File: src/rtl/alu_arbiter.sv
// Two-requester front end for a single shared combinational ALU.
// Arbitrates round-robin or fixed-priority, registers operands, returns a tagged result.
module alu_arbiter #(
  parameter int WIDTH          = 8,
  parameter bit FIXED_PRIORITY = 1'b0
) (
  input  logic             clk,
  input  logic             rst_n,
  input  logic             req0_valid,
  output logic             req0_ready,
  input  logic [WIDTH-1:0] req0_a,
  input  logic [WIDTH-1:0] req0_b,
  input  logic [1:0]       req0_sel,
  input  logic             req1_valid,
  output logic             req1_ready,
  input  logic [WIDTH-1:0] req1_a,
  input  logic [WIDTH-1:0] req1_b,
  input  logic [1:0]       req1_sel,
  output logic [WIDTH-1:0] alu_a,
  output logic [WIDTH-1:0] alu_b,
  output logic [1:0]       alu_sel,
  input  logic [WIDTH-1:0] alu_out,
  input  logic             alu_carry,
  input  logic             alu_zero,
  output logic             rsp_valid,
  input  logic             rsp_ready,
  output logic             rsp_id,
  output logic [WIDTH-1:0] rsp_data,
  output logic             rsp_carry,
  output logic             rsp_zero,
  output logic             busy
);

  typedef enum logic [1:0] {
    IDLE = 2'd0,
    EXEC = 2'd1,
    RESP = 2'd2
  } state_t;

  state_t           state_q, state_d;
  logic             rr_q, rr_d;
  logic [WIDTH-1:0] alu_a_q, alu_a_d;
  logic [WIDTH-1:0] alu_b_q, alu_b_d;
  logic [1:0]       alu_sel_q, alu_sel_d;
  logic             rsp_valid_q, rsp_valid_d;
  logic             rsp_id_q, rsp_id_d;
  logic [WIDTH-1:0] rsp_data_q, rsp_data_d;
  logic             rsp_carry_q, rsp_carry_d;
  logic             rsp_zero_q, rsp_zero_d;

  logic             prio0_s;
  logic             gnt0_s;
  logic             gnt1_s;

  // Grant decode: ready is offered only in IDLE and never while reset is asserted.
  always_comb begin
    prio0_s = FIXED_PRIORITY || (rr_q == 1'b0);
    gnt0_s  = req0_valid && (!req1_valid || prio0_s);
    gnt1_s  = req1_valid && !gnt0_s;
    if (rst_n && (state_q == IDLE)) begin
      req0_ready = gnt0_s;
      req1_ready = gnt1_s;
    end else begin
      req0_ready = 1'b0;
      req1_ready = 1'b0;
    end
  end

  // Next-state and datapath capture for IDLE -> EXEC -> RESP.
  always_comb begin
    state_d     = state_q;
    rr_d        = rr_q;
    alu_a_d     = alu_a_q;
    alu_b_d     = alu_b_q;
    alu_sel_d   = alu_sel_q;
    rsp_valid_d = rsp_valid_q;
    rsp_id_d    = rsp_id_q;
    rsp_data_d  = rsp_data_q;
    rsp_carry_d = rsp_carry_q;
    rsp_zero_d  = rsp_zero_q;
    case (state_q)
      IDLE: begin
        if (req0_ready) begin
          alu_a_d   = req0_a;
          alu_b_d   = req0_b;
          alu_sel_d = req0_sel;
          rsp_id_d  = 1'b0;
          state_d   = EXEC;
        end else if (req1_ready) begin
          alu_a_d   = req1_a;
          alu_b_d   = req1_b;
          alu_sel_d = req1_sel;
          rsp_id_d  = 1'b1;
          state_d   = EXEC;
        end else begin
          state_d   = IDLE;
        end
      end
      EXEC: begin
        rsp_data_d  = alu_out;
        rsp_carry_d = alu_carry;
        rsp_zero_d  = alu_zero;
        rsp_valid_d = 1'b1;
        state_d     = RESP;
      end
      RESP: begin
        // Fairness pointer moves on response acceptance, not on grant.
        if (rsp_ready) begin
          rsp_valid_d = 1'b0;
          rr_d        = ~rsp_id_q;
          state_d     = IDLE;
        end else begin
          state_d     = RESP;
        end
      end
      default: begin
        state_d     = IDLE;
        rsp_valid_d = 1'b0;
      end
    endcase
  end

  // State and output registers with synchronous active-low reset.
  always_ff @(posedge clk) begin
    if (!rst_n) begin
      state_q     <= IDLE;
      rr_q        <= 1'b0;
      alu_a_q     <= {WIDTH{1'b0}};
      alu_b_q     <= {WIDTH{1'b0}};
      alu_sel_q   <= 2'b00;
      rsp_valid_q <= 1'b0;
      rsp_id_q    <= 1'b0;
      rsp_data_q  <= {WIDTH{1'b0}};
      rsp_carry_q <= 1'b0;
      rsp_zero_q  <= 1'b0;
    end else begin
      state_q     <= state_d;
      rr_q        <= rr_d;
      alu_a_q     <= alu_a_d;
      alu_b_q     <= alu_b_d;
      alu_sel_q   <= alu_sel_d;
      rsp_valid_q <= rsp_valid_d;
      rsp_id_q    <= rsp_id_d;
      rsp_data_q  <= rsp_data_d;
      rsp_carry_q <= rsp_carry_d;
      rsp_zero_q  <= rsp_zero_d;
    end
  end

  assign alu_a     = alu_a_q;
  assign alu_b     = alu_b_q;
  assign alu_sel   = alu_sel_q;
  assign rsp_valid = rsp_valid_q;
  assign rsp_id    = rsp_id_q;
  assign rsp_data  = rsp_data_q;
  assign rsp_carry = rsp_carry_q;
  assign rsp_zero  = rsp_zero_q;
  assign busy      = (state_q != IDLE);

endmodule

File: config.mk
export PLATFORM = sky130hd
export DESIGN_NAME = alu_arbiter
export DESIGN_NICKNAME = d
export VERILOG_FILES = /design/src/rtl/alu_arbiter.sv
export SDC_FILE = /design/constraint.sdc
export NUM_CORES = 1
export LEC_CHECK = 0
export ABC_AREA = 1
export CORE_ASPECT_RATIO = 0.5
export CORE_MARGIN = 10
export CORE_UTILIZATION = 40
export DETAILED_ROUTE_END_ITERATION = 16
export PLACE_DENSITY = 0.76
export SYNTH_ARGS = -nofsm -noshare
export SYNTH_HDL_FRONTEND = slang
export SYNTH_SLANG_ARGS = --single-unit
export TNS_END_PERCENT = 10
File: constraint.sdc
create_clock -name clk -period 1.4 [get_ports clk]
set_input_delay 0.35 -clock clk [delete_from_list [all_inputs] [get_ports clk]]
set_output_delay 0.35 -clock clk [all_outputs]
set_load 0.02 [all_outputs]
==> impl_metrics.yaml, run 1 <==
status:
  outcome: "finished, violations left"
  violations: "setup timing"
sta:
  max_freq_mhz: 665
  tns_ns: -0.204
  max_slew_margin_pct: 78.5
  skew_ns: 0.00639
  fin_crit_sh_pct: 107
  setup_viol: 16
  timing.final.hold_violations: 0
  rsz0062_at_grt: "yes"
  finalMaxSlewViolations: 0
  tightest_slew_ns: 0.323
  min_period_ns: 1.50
  fin_ws_ns: -0.104
yosys:
  ys.warnings.count: 0
  synth-seq-cells: 33
  synth_cell_types: 23
  netlist_instances: 268
  synthesis.nets: 319
  syn_area_um2: 1860
  syn_avg_cell_area_um2: 6.92
  seq_area_frac_synth_pct: 35.6
route:
  drc_errors: 0
  ant_nets: 0
  first_iter_violations: 114
  vias: 1959
  wl_per_cell_um: 13.4
  dr.pass1.iters: 4
  drt-total-wl_um: 5700
  viasPerCell: 4.61
setup_path:
  crit_required_ns: 1.05
  worstPathArrival_ns: 1.15
  critPathMaxFanout: 2
  worst-setup-path-type: "flop to output port"
  cp-start-kind: "flop"
  end_kind: "output port"
grt:
  grt_pass1_vias: 1833
  grt_usage_pct: 14.2
  antenna_found_initial: 0
  grt_start_max_net_pins: 21
  grt-ovfl-total: 0
  grt_pass1_wl_um: 8940
cts:
  clk_pin_slew_worst_paths_ns: 0.07
  htree_levels: 2
  worst_skew_pair.late_latency_ns: 0.29
  cts_root_buf: "clkbuf_8"
  postCtsHoldBufs: 0
  clock-sinks: 33
  clockBufferDepth: 2
  tritoncts: "built"
  numCtsBuffers: 5
layout:
  final_area_um2: 2950
  final_cell_mix: "47 x clkdlybuf4s50_1, 40 x inv_1, 39 x nand2_1"
  final-seq-area_um2: 664
  multi_input_area_um2: 966
  fin_nets: 418
  final_common_cell: "clkdlybuf4s50_1"
  diodes: 0
  syn2layout_area_growth_pct: 58.7
  drive_gt1_share_pct: 19.6
  fillers: 408
placement:
  dp_hpwl_um: 4380
  gp_congestion: 0.753
  dpl_cell_area_um2: 2850
  io_buffers: 83
pwr:
  peakVddDrop_mv: 0.444
  p_leak_uw: 0.00149
  power_density_nw_per_um2: 1010
min_path:
  min_path_type: "input pin to flop"
die:
  fp.dieW_um: 116
  start_util_pct: 41.7
  die_h_um: 68.2
  design.core.area_um2: 4450
  rows: 17
  die_area_um2: 7930
  io_pins: 84
run:
  cap_violations: 0
## repair_timing
| item | CTS | global route |
|---|---|---|
| setup endpoints to repair | 53 | 22 |
| cloned | 0 | 1 |
| setup buffers | 2 | 0 |
| pin swaps | 2 | 13 |
| resized for setup | 57 | 7 |
## state kept, by name, summed over array words and instances (netlist names)
name / count
alu_b: 8
rsp_valid: 1
rr_q: 1
alu_a: 8
rsp_carry: 1
alu_sel: 2
state_q: 2
rsp_id: 1
rsp_data: 8
rsp_zero: 1
## worst max-delay path, cell delays in order, from the launching register on
cell,delay (ns)
dfxtp_2,0.34
nor2_4,0.16
nand3_2,0.12
nor2_4,0.12
buf_6,0.13
## area by class of cell
cell class / instances / share of cell area (%)
multi-input cells: 177 / 32.8
well taps: 57 / 2.42
flip-flops and latches: 33 / 22.6
repair buffers: 105 / 33.5
inverters: 45 / 5.90
clock buffers: 6 / 2.46
clock inverters: 2 / 0.340
## worst paths after layout
kind	end	startpoint	slack (ns)	cells after the start
max	req1_ready	state_q[0]$_SDFF_PN0_	-0.10	4
min	alu_a[7]$_SDFFE_PN0P_	rst_n	0.46	5
max reg2reg	alu_b[7]$_SDFFE_PN0P_	state_q[0]$_SDFF_PN0_	-0.01	8
min reg2reg	rr_q$_SDFFE_PN0P_	rr_q$_SDFFE_PN0P_	0.46	2
## metrics by stage
step / cells / total power, µW / util, % / setup slack, ns / hold slack (ns)
finish: 425 / 2970 / 66.3 / -0.104 / 0.458
floorplan: 268 / 1800 / - / 0.0842 / 0.436
global placement: 414 / 2330 / 64.0 / -0.778 / 0.450
detailed placement: 414 / 2360 / 64.0 / -0.810 / 0.454
CTS: 424 / 2980 / 65.6 / -0.0973 / 0.469
global route: 425 / 3160 / 66.3 / -0.126 / 0.473
## where the power goes
part	total, µW	switching [µW]	internal [µW]	leakage [µW]
sequential	1120	61.0	1060	0.000274
combinational	1160	629	531	0.00117
clock	688	344	344	0.0000450
## cell families after synthesis
logic type	after synthesis	synth area share [%]
compound gates	33	11.2
buf+inv	59	14.0
flops	33	35.6
simple gates	143	39.2
## synthesized netlist by cell type
| library cell | count | share of area, % |
|---|---|---|
| a21oi_1 | 4 | 1.1 |
| buf_1 | 1 | 0.20 |
| buf_2 | 5 | 1.3 |
| buf_4 | 3 | 1.2 |
| buf_6 | 1 | 0.61 |
| buf_8 | 1 | 0.81 |
| clkbuf_1 | 2 | 0.40 |
| clkbuf_2 | 1 | 0.27 |
| dfxtp_1 | 33 | 36 |
| inv_1 | 41 | 8.3 |
| inv_2 | 4 | 0.81 |
| nand2_1 | 40 | 8.1 |
| nand2_2 | 1 | 0.34 |
| nand2_4 | 4 | 2.4 |
| nand3_1 | 35 | 9.4 |
| nand3_2 | 1 | 0.54 |
| nand3b_1 | 2 | 0.81 |
| nor2_1 | 38 | 7.7 |
| nor2_2 | 18 | 6.1 |
| nor2_4 | 1 | 0.61 |
| nor2_8 | 3 | 3.2 |
| o21ai_0 | 12 | 3.2 |
| o21bai_1 | 17 | 6.9 |
## routing by layer
metal | vias to the layer above | part of all wire [%] | global-route usage, %
li1 | 1026 | - | -
met1 | 879 | 40 | 15.4
met2 | 49 | 53 | 26.3
met3 | 5 | 6.4 | 4.45
met4 | 0 | 0.93 | 4.64
met5 | - | 0 | 0
Power figures use the tool's default switching activity.
==> run 2, diff against run 1 <==
ABC_CLOCK_PERIOD_IN_PS = 1400   (was default)
CORE_UTILIZATION = 42   (was 40)
PLACE_DENSITY = 0.79   (was 0.76)
==> run 2 against run 1 <==
Compared with the run above: the flow still finishes with violations (setup timing); maximum frequency rose by 2.1%; total power grew 3.0%; worst hold slack improved by 0.010 ns; via count increased by 1.9%; clock power grew 15%; critical path depth stayed put; final area shrank 0.38%; sequential power hardly changed; sequential share of layout area increased by 0.087 points; critical endpoint unchanged; largest power group unchanged; highest routed layer unchanged.
==> impl_metrics.yaml, run 2 (same netlist as run 1, synthesis figures left out) <==
status:
  outcome: "finished, violations left"
  violations: "setup timing"
layout:
  final_util_pct: 71.8
  drive_gt1_share_pct: 19.1
  final_cell_mix: "47 x clkdlybuf4s50_1, 40 x nand2_1, 40 x inv_1"
  syn2layout_area_growth_pct: 58.1
  fin_nets: 417
  final_common_cell: "clkdlybuf4s50_1"
  diodes: 0
min_path:
  min_from: "rr_q$_SDFFE_PN0P_"
  min_path_type: "flop to flop"
  min_path_cells: 2
  holdPathEnd: "rr_q$_SDFFE_PN0P_"
die:
  fp.dieW_um: 114
  die_h_um: 67
  rows: 16
  io_pins: 84
  die_area_um2: 7640
  start_util_pct: 45.4
  design.core.area_um2: 4080
cts:
  worst_skew_pair.late_latency_ns: 0.28
  htree_levels: 2
  clock-sinks: 33
  numCtsBuffers: 5
  clockBufferDepth: 2
  postCtsHoldBufs: 0
  tritoncts: "built"
  clk_pin_slew_worst_paths_ns: 0.07
  cts_root_buf: "clkbuf_8"
route:
  ant_nets: 0
  first_iter_violations: 120
  dr.pass1.iters: 4
  drc_errors: 0
  viasPerCell: 4.74
  vias: 1996
  drt-total-wl_um: 5770
  wl_per_cell_um: 13.7
setup_path:
  worst-setup-path-type: "flop to output port"
  critPathMaxFanout: 2
  ff2ff_setup_slack_ns: -0.01
  timing.rr.start: "state_q[0]$_SDFF_PN0_"
  crit_required_ns: 1.05
  cp-start-kind: "flop"
  worstPathArrival_ns: 1.12
  r2r_end: "alu_a[6]$_SDFFE_PN0P_"
  end_kind: "output port"
  r2r_cells: 8
sta:
  timing.final.hold_violations: 0
  fin_crit_sh_pct: 105
  max_slew_margin_pct: 79.9
  timing.hold.ws_ns: 0.468
  setup_viol: 4
  rsz0062_at_grt: "yes"
  tightest_slew_ns: 0.301
  min_period_ns: 1.47
  finalMaxSlewViolations: 0
  fin_ws_ns: -0.0727
  max_freq_mhz: 679
  skew_ns: 0.00416
grt:
  grt_use_met2_pct: 28.5
  antenna_found_initial: 0
  grt_usage_pct: 14.8
  grt_pass1_vias: 1987
  grtUsageMet3_pct: 4.83
  grt-ovfl-total: 0
  busiest_layer: "met2"
  grt_start_max_net_pins: 21
  grtUsageMet1_pct: 15.1
  grt_pass1_wl_um: 9350
placement:
  io_buffers: 83
  dp_hpwl_um: 4580
  post-place-ws_ns: -0.813
  gp_congestion: 0.755
pwr:
  p_int_uw: 2030
  p_leak_uw: 0.00149
  comb_power_share_pct: 37.5
  p_sw_uw: 1030
  seqPwrFrac_pct: 36.7
  peakVddDrop_mv: 0.469
  power_density_nw_per_um2: 1040
  switching_share_pct: 33.6
  pwr-share-clk_pct: 25.8
run:
  cap_violations: 0
-- run 2: changes by cell type in the layout (fill, tap and decap cells not counted), sizes merged --
cell,before,now
clkinv,2,1
nand2,46,45
dlygate4sd2,32,33
-- run 2: worst max-delay path by stage --
stage                                      from         end  slack [ns]
after floorplan           state_q[1]$_SDFF_PN0_  req1_ready        0.08
after global routing      state_q[0]$_SDFF_PN0_  req1_ready       -0.14
after detailed placement             req1_valid  req1_ready       -0.81
after CTS                 state_q[0]$_SDFF_PN0_  req1_ready       -0.08
final                     state_q[0]$_SDFF_PN0_  req1_ready       -0.07
after global placement               req1_valid  req1_ready       -0.77
-- run 2: cell type report --
class	count	area (µm²)
fillers	342	1150
repair buffers	105	983
multi-input cells	176	943
flip-flops and latches	33	664
inverters	45	174
clock buffers	7	96.3
well taps	54	67.6
clock inverters	1	5.00
-- run 2: worst max-delay path, cell delays in order, from the launching register on --
cell and delay [ns]:
dfxtp_2 0.34, nor2_4 0.15, nand3_2 0.11, nor2_4 0.12, buf_6 0.13
-- run 2: power groups by stage --
stage | logic, µW | clock network [µW] | registers, µW
after floorplan | 525 | 0 | 1280
after global placement | 1190 | 0 | 1140
after detailed placement | 1210 | 0 | 1150
after CTS | 1150 | 807 | 1120
after global routing | 1250 | 842 | 1140
final | 1150 | 790 | 1120
-- run 2: through the flow --
step	area [µm²]	setup TNS (ns)	total power, µW	instances
2_1_floorplan	1860	0	1800	268
3_3_place_gp	2830	-11.68	2330	410
3_5_place_dp	2830	-13.12	2360	410
4_1_cts	2920	-0.144	3080	421
5_1_grt	2930	-1.34	3240	421
6_report	2930	-0.101	3060	421
-- run 2: layer usage --
| metal | share of wire (%) | vias to the layer above |
|---|---|---|
| met2 | 53 | 54 |
| li1 | - | 1014 |
| met3 | 6.2 | 6 |
| met4 | 0.99 | 0 |
| met5 | 0 | - |
| met1 | 40 | 922 |
-- run 2: timing repair --
| action | 4_1_cts | 5_1_grt |
|---|---|---|
| gates resized for setup | 54 | 4 |
| pin swaps | 3 | 1 |
| endpoints found under the setup margin | 53 | 21 |
| buffers inserted | 3 | 0 |
| hold endpoints to repair | 0 | 0 |
==> run 3, diff against run 2 <==
ABC_CLOCK_PERIOD_IN_PS = 1300   (was 1400)
CORE_UTILIZATION = 38   (was 42)
PLACE_DENSITY = 0.75   (was 0.79)
RECOVER_POWER = 50   (was default)
clock period = 1.3 ns   (was 1.4 ns; I/O delays follow)
==> run 3 against run 2 <==
Compared with the run above: clock skew increased by 0.0023 ns; flip-flop and latch count unchanged; the run still ends with setup timing left; wire length decreased by 4.7%; cell count increased by 1.7%; core utilization decreased by 7.4 points; sequential share of layout area about the same; total power increased by 4.3%; worst hold slack got worse by 0.0098 ns; largest cell class unchanged.
==> impl_metrics.yaml, run 3 (same netlist as run 1, synthesis figures left out) <==
setup_path:
  timing.rr.start: "state_q[1]$_SDFF_PN0_"
  worstPathCellList: "nor2_4, nand3_4, nor2_4, buf_6"
  worstPathArrival_ns: 1.16
  critPathMostFrequentCell: "nor2_4"
  worst-setup-path-type: "flop to output port"
  cp-start-kind: "flop"
  timing.critical_path.to: "req1_ready"
  critPathMaxFanout: 2
  crit_required_ns: 0.98
  end_kind: "output port"
  cp-startpoint: "state_q[1]$_SDFF_PN0_"
  ff2ff_setup_slack_ns: -0.05
  slowest_stage: "dfxtp_2"
  r2r_cells: 10
  worst_path_largest_cell_delay_ns: 0.34
  r2r_end: "alu_b[2]$_SDFFE_PN0P_"
cts:
  clk_pin_slew_worst_paths_ns: 0.07
  tritoncts: "built"
  postCtsHoldBufs: 0
  cts_root_buf: "clkbuf_8"
  worst_skew_pair.late_latency_ns: 0.28
  clock-sinks: 33
  numCtsBuffers: 5
  htree_levels: 2
  clockBufferDepth: 2
pwr:
  power_density_nw_per_um2: 1090
  p_leak_uw: 0.00136
  p_int_uw: 2080
  switching_share_pct: 34.8
  p_sw_uw: 1110
  comb_power_share_pct: 38.9
  seqPwrFrac_pct: 37.9
  pwr-share-clk_pct: 23.2
  peakVddDrop_mv: 0.516
layout:
  fin_nets: 412
  drive_gt1_share_pct: 17.4
  final_common_cell: "clkdlybuf4s50_1"
  syn2layout_area_growth_pct: 58.0
  diodes: 0
  final_cell_mix: "46 x clkdlybuf4s50_1, 40 x inv_1, 40 x nand2_1"
sta:
  fin_crit_sh_pct: 114
  rsz0062_at_grt: "yes"
  max_slew_margin_pct: 81.8
  min_period_ns: 1.48
  finalMaxSlewViolations: 0
  setup_viol: 21
  timing.hold.ws_ns: 0.459
  timing.final.hold_violations: 0
  tightest_slew_ns: 0.274
  skew_ns: 0.00649
  fin_ws_ns: -0.180
  max_freq_mhz: 676
die:
  design.core.area_um2: 4550
  die_area_um2: 8250
  fp.dieW_um: 119
  rows: 17
  die_h_um: 69.4
  start_util_pct: 40.8
  io_pins: 84
grt:
  grt_pass1_vias: 1836
  grt_pass1_wl_um: 9030
  grt_usage_pct: 13.2
  antenna_found_initial: 0
  grt_start_max_net_pins: 33
  grt-ovfl-total: 0
placement:
  gp_congestion: 0.727
  dp_hpwl_um: 4210
  io_buffers: 83
  post-place-ws_ns: -0.798
min_path:
  min_path_type: "flop to flop"
route:
  first_iter_violations: 138
  vias: 1906
  drt-total-wl_um: 5500
  ant_nets: 0
  drc_errors: 0
  dr.pass1.iters: 4
  wl_per_cell_um: 12.8
  viasPerCell: 4.45
run:
  cap_violations: 0
status:
  outcome: "finished, violations left"
  violations: "setup timing"
[run 3: layout make-up]
class / count / area [µm²]
Clock inverter: 2 / 10.0
Clock buffer: 6 / 72.6
Inverter: 45 / 176
Fill cell: 415 / 1620
Tap cell: 66 / 82.6
Timing Repair Buffer: 100 / 966
Sequential cell: 33 / 664
Multi-Input combinational cell: 176 / 960
[run 3: how the worst min path moves through the flow]
stage                        start                   to  slack (ns)  cells past startpoint
5_1_grt          rr_q$_SDFFE_PN0P_    rr_q$_SDFFE_PN0P_        0.48                      2
6_report         rr_q$_SDFFE_PN0P_    rr_q$_SDFFE_PN0P_        0.46                      2
3_5_place_dp     rr_q$_SDFFE_PN0P_    rr_q$_SDFFE_PN0P_        0.46                      2
3_3_place_gp   rsp_id$_SDFFE_PN0P_  rsp_id$_SDFFE_PN0P_        0.46                      2
4_1_cts          rr_q$_SDFFE_PN0P_    rr_q$_SDFFE_PN0P_        0.47                      2
2_1_floorplan    rr_q$_SDFFE_PN0P_    rr_q$_SDFFE_PN0P_        0.44                      2
[run 3: critical path: cells and delay by family (launching register included)]
kind | cells | cell delay (ns)
flip-flops | 1 | 0.34
AND/OR/NAND/NOR | 3 | 0.41
buffers and inverters | 1 | 0.13
[run 3: power by group through the flow]
stage / Combinational (µW) / Sequential [µW] / Clock, µW
5_1_grt: 1360 / 1230 / 804
3_3_place_gp: 1270 / 1230 / 0
2_1_floorplan: 565 / 1380 / 0
6_report: 1240 / 1210 / 740
4_1_cts: 1260 / 1210 / 763
3_5_place_dp: 1290 / 1230 / 0
[run 3: metal layers]
| layer | part of all wire, % | GRT usage, % | up-vias |
|---|---|---|---|
| li1 | - | - | 1006 |
| met1 | 41 | 14.0 | 851 |
| met2 | 53 | 24.2 | 47 |
| met3 | 5.5 | 4.53 | 2 |
| met4 | 0.73 | 3.73 | 0 |
| met5 | 0 | 0 | - |
[run 3: metrics by stage]
stage                     std cells  total power [µW]  setup TNS, ns  utilization [%]  cell area (µm²)
final                           428              3190         -0.828             64.4             2930
after global routing            428              3390          -2.95             64.4             2930
after CTS                       428              3230         -0.327             65.0             2960
after detailed placement        420              2520         -19.49             62.3             2830
after global placement          420              2500         -18.67             62.3             2830
after floorplan                 268              1940              0                -             1860
[run 3: what timing repair did]
| item | in CTS | in global routing |
|---|---|---|
| pin swaps | 9 | 7 |
| cloned | 0 | 0 |
| buffers inserted | 0 | 0 |
| endpoints found under the setup margin | 56 | 49 |
| gates resized for setup | 76 | 37 |
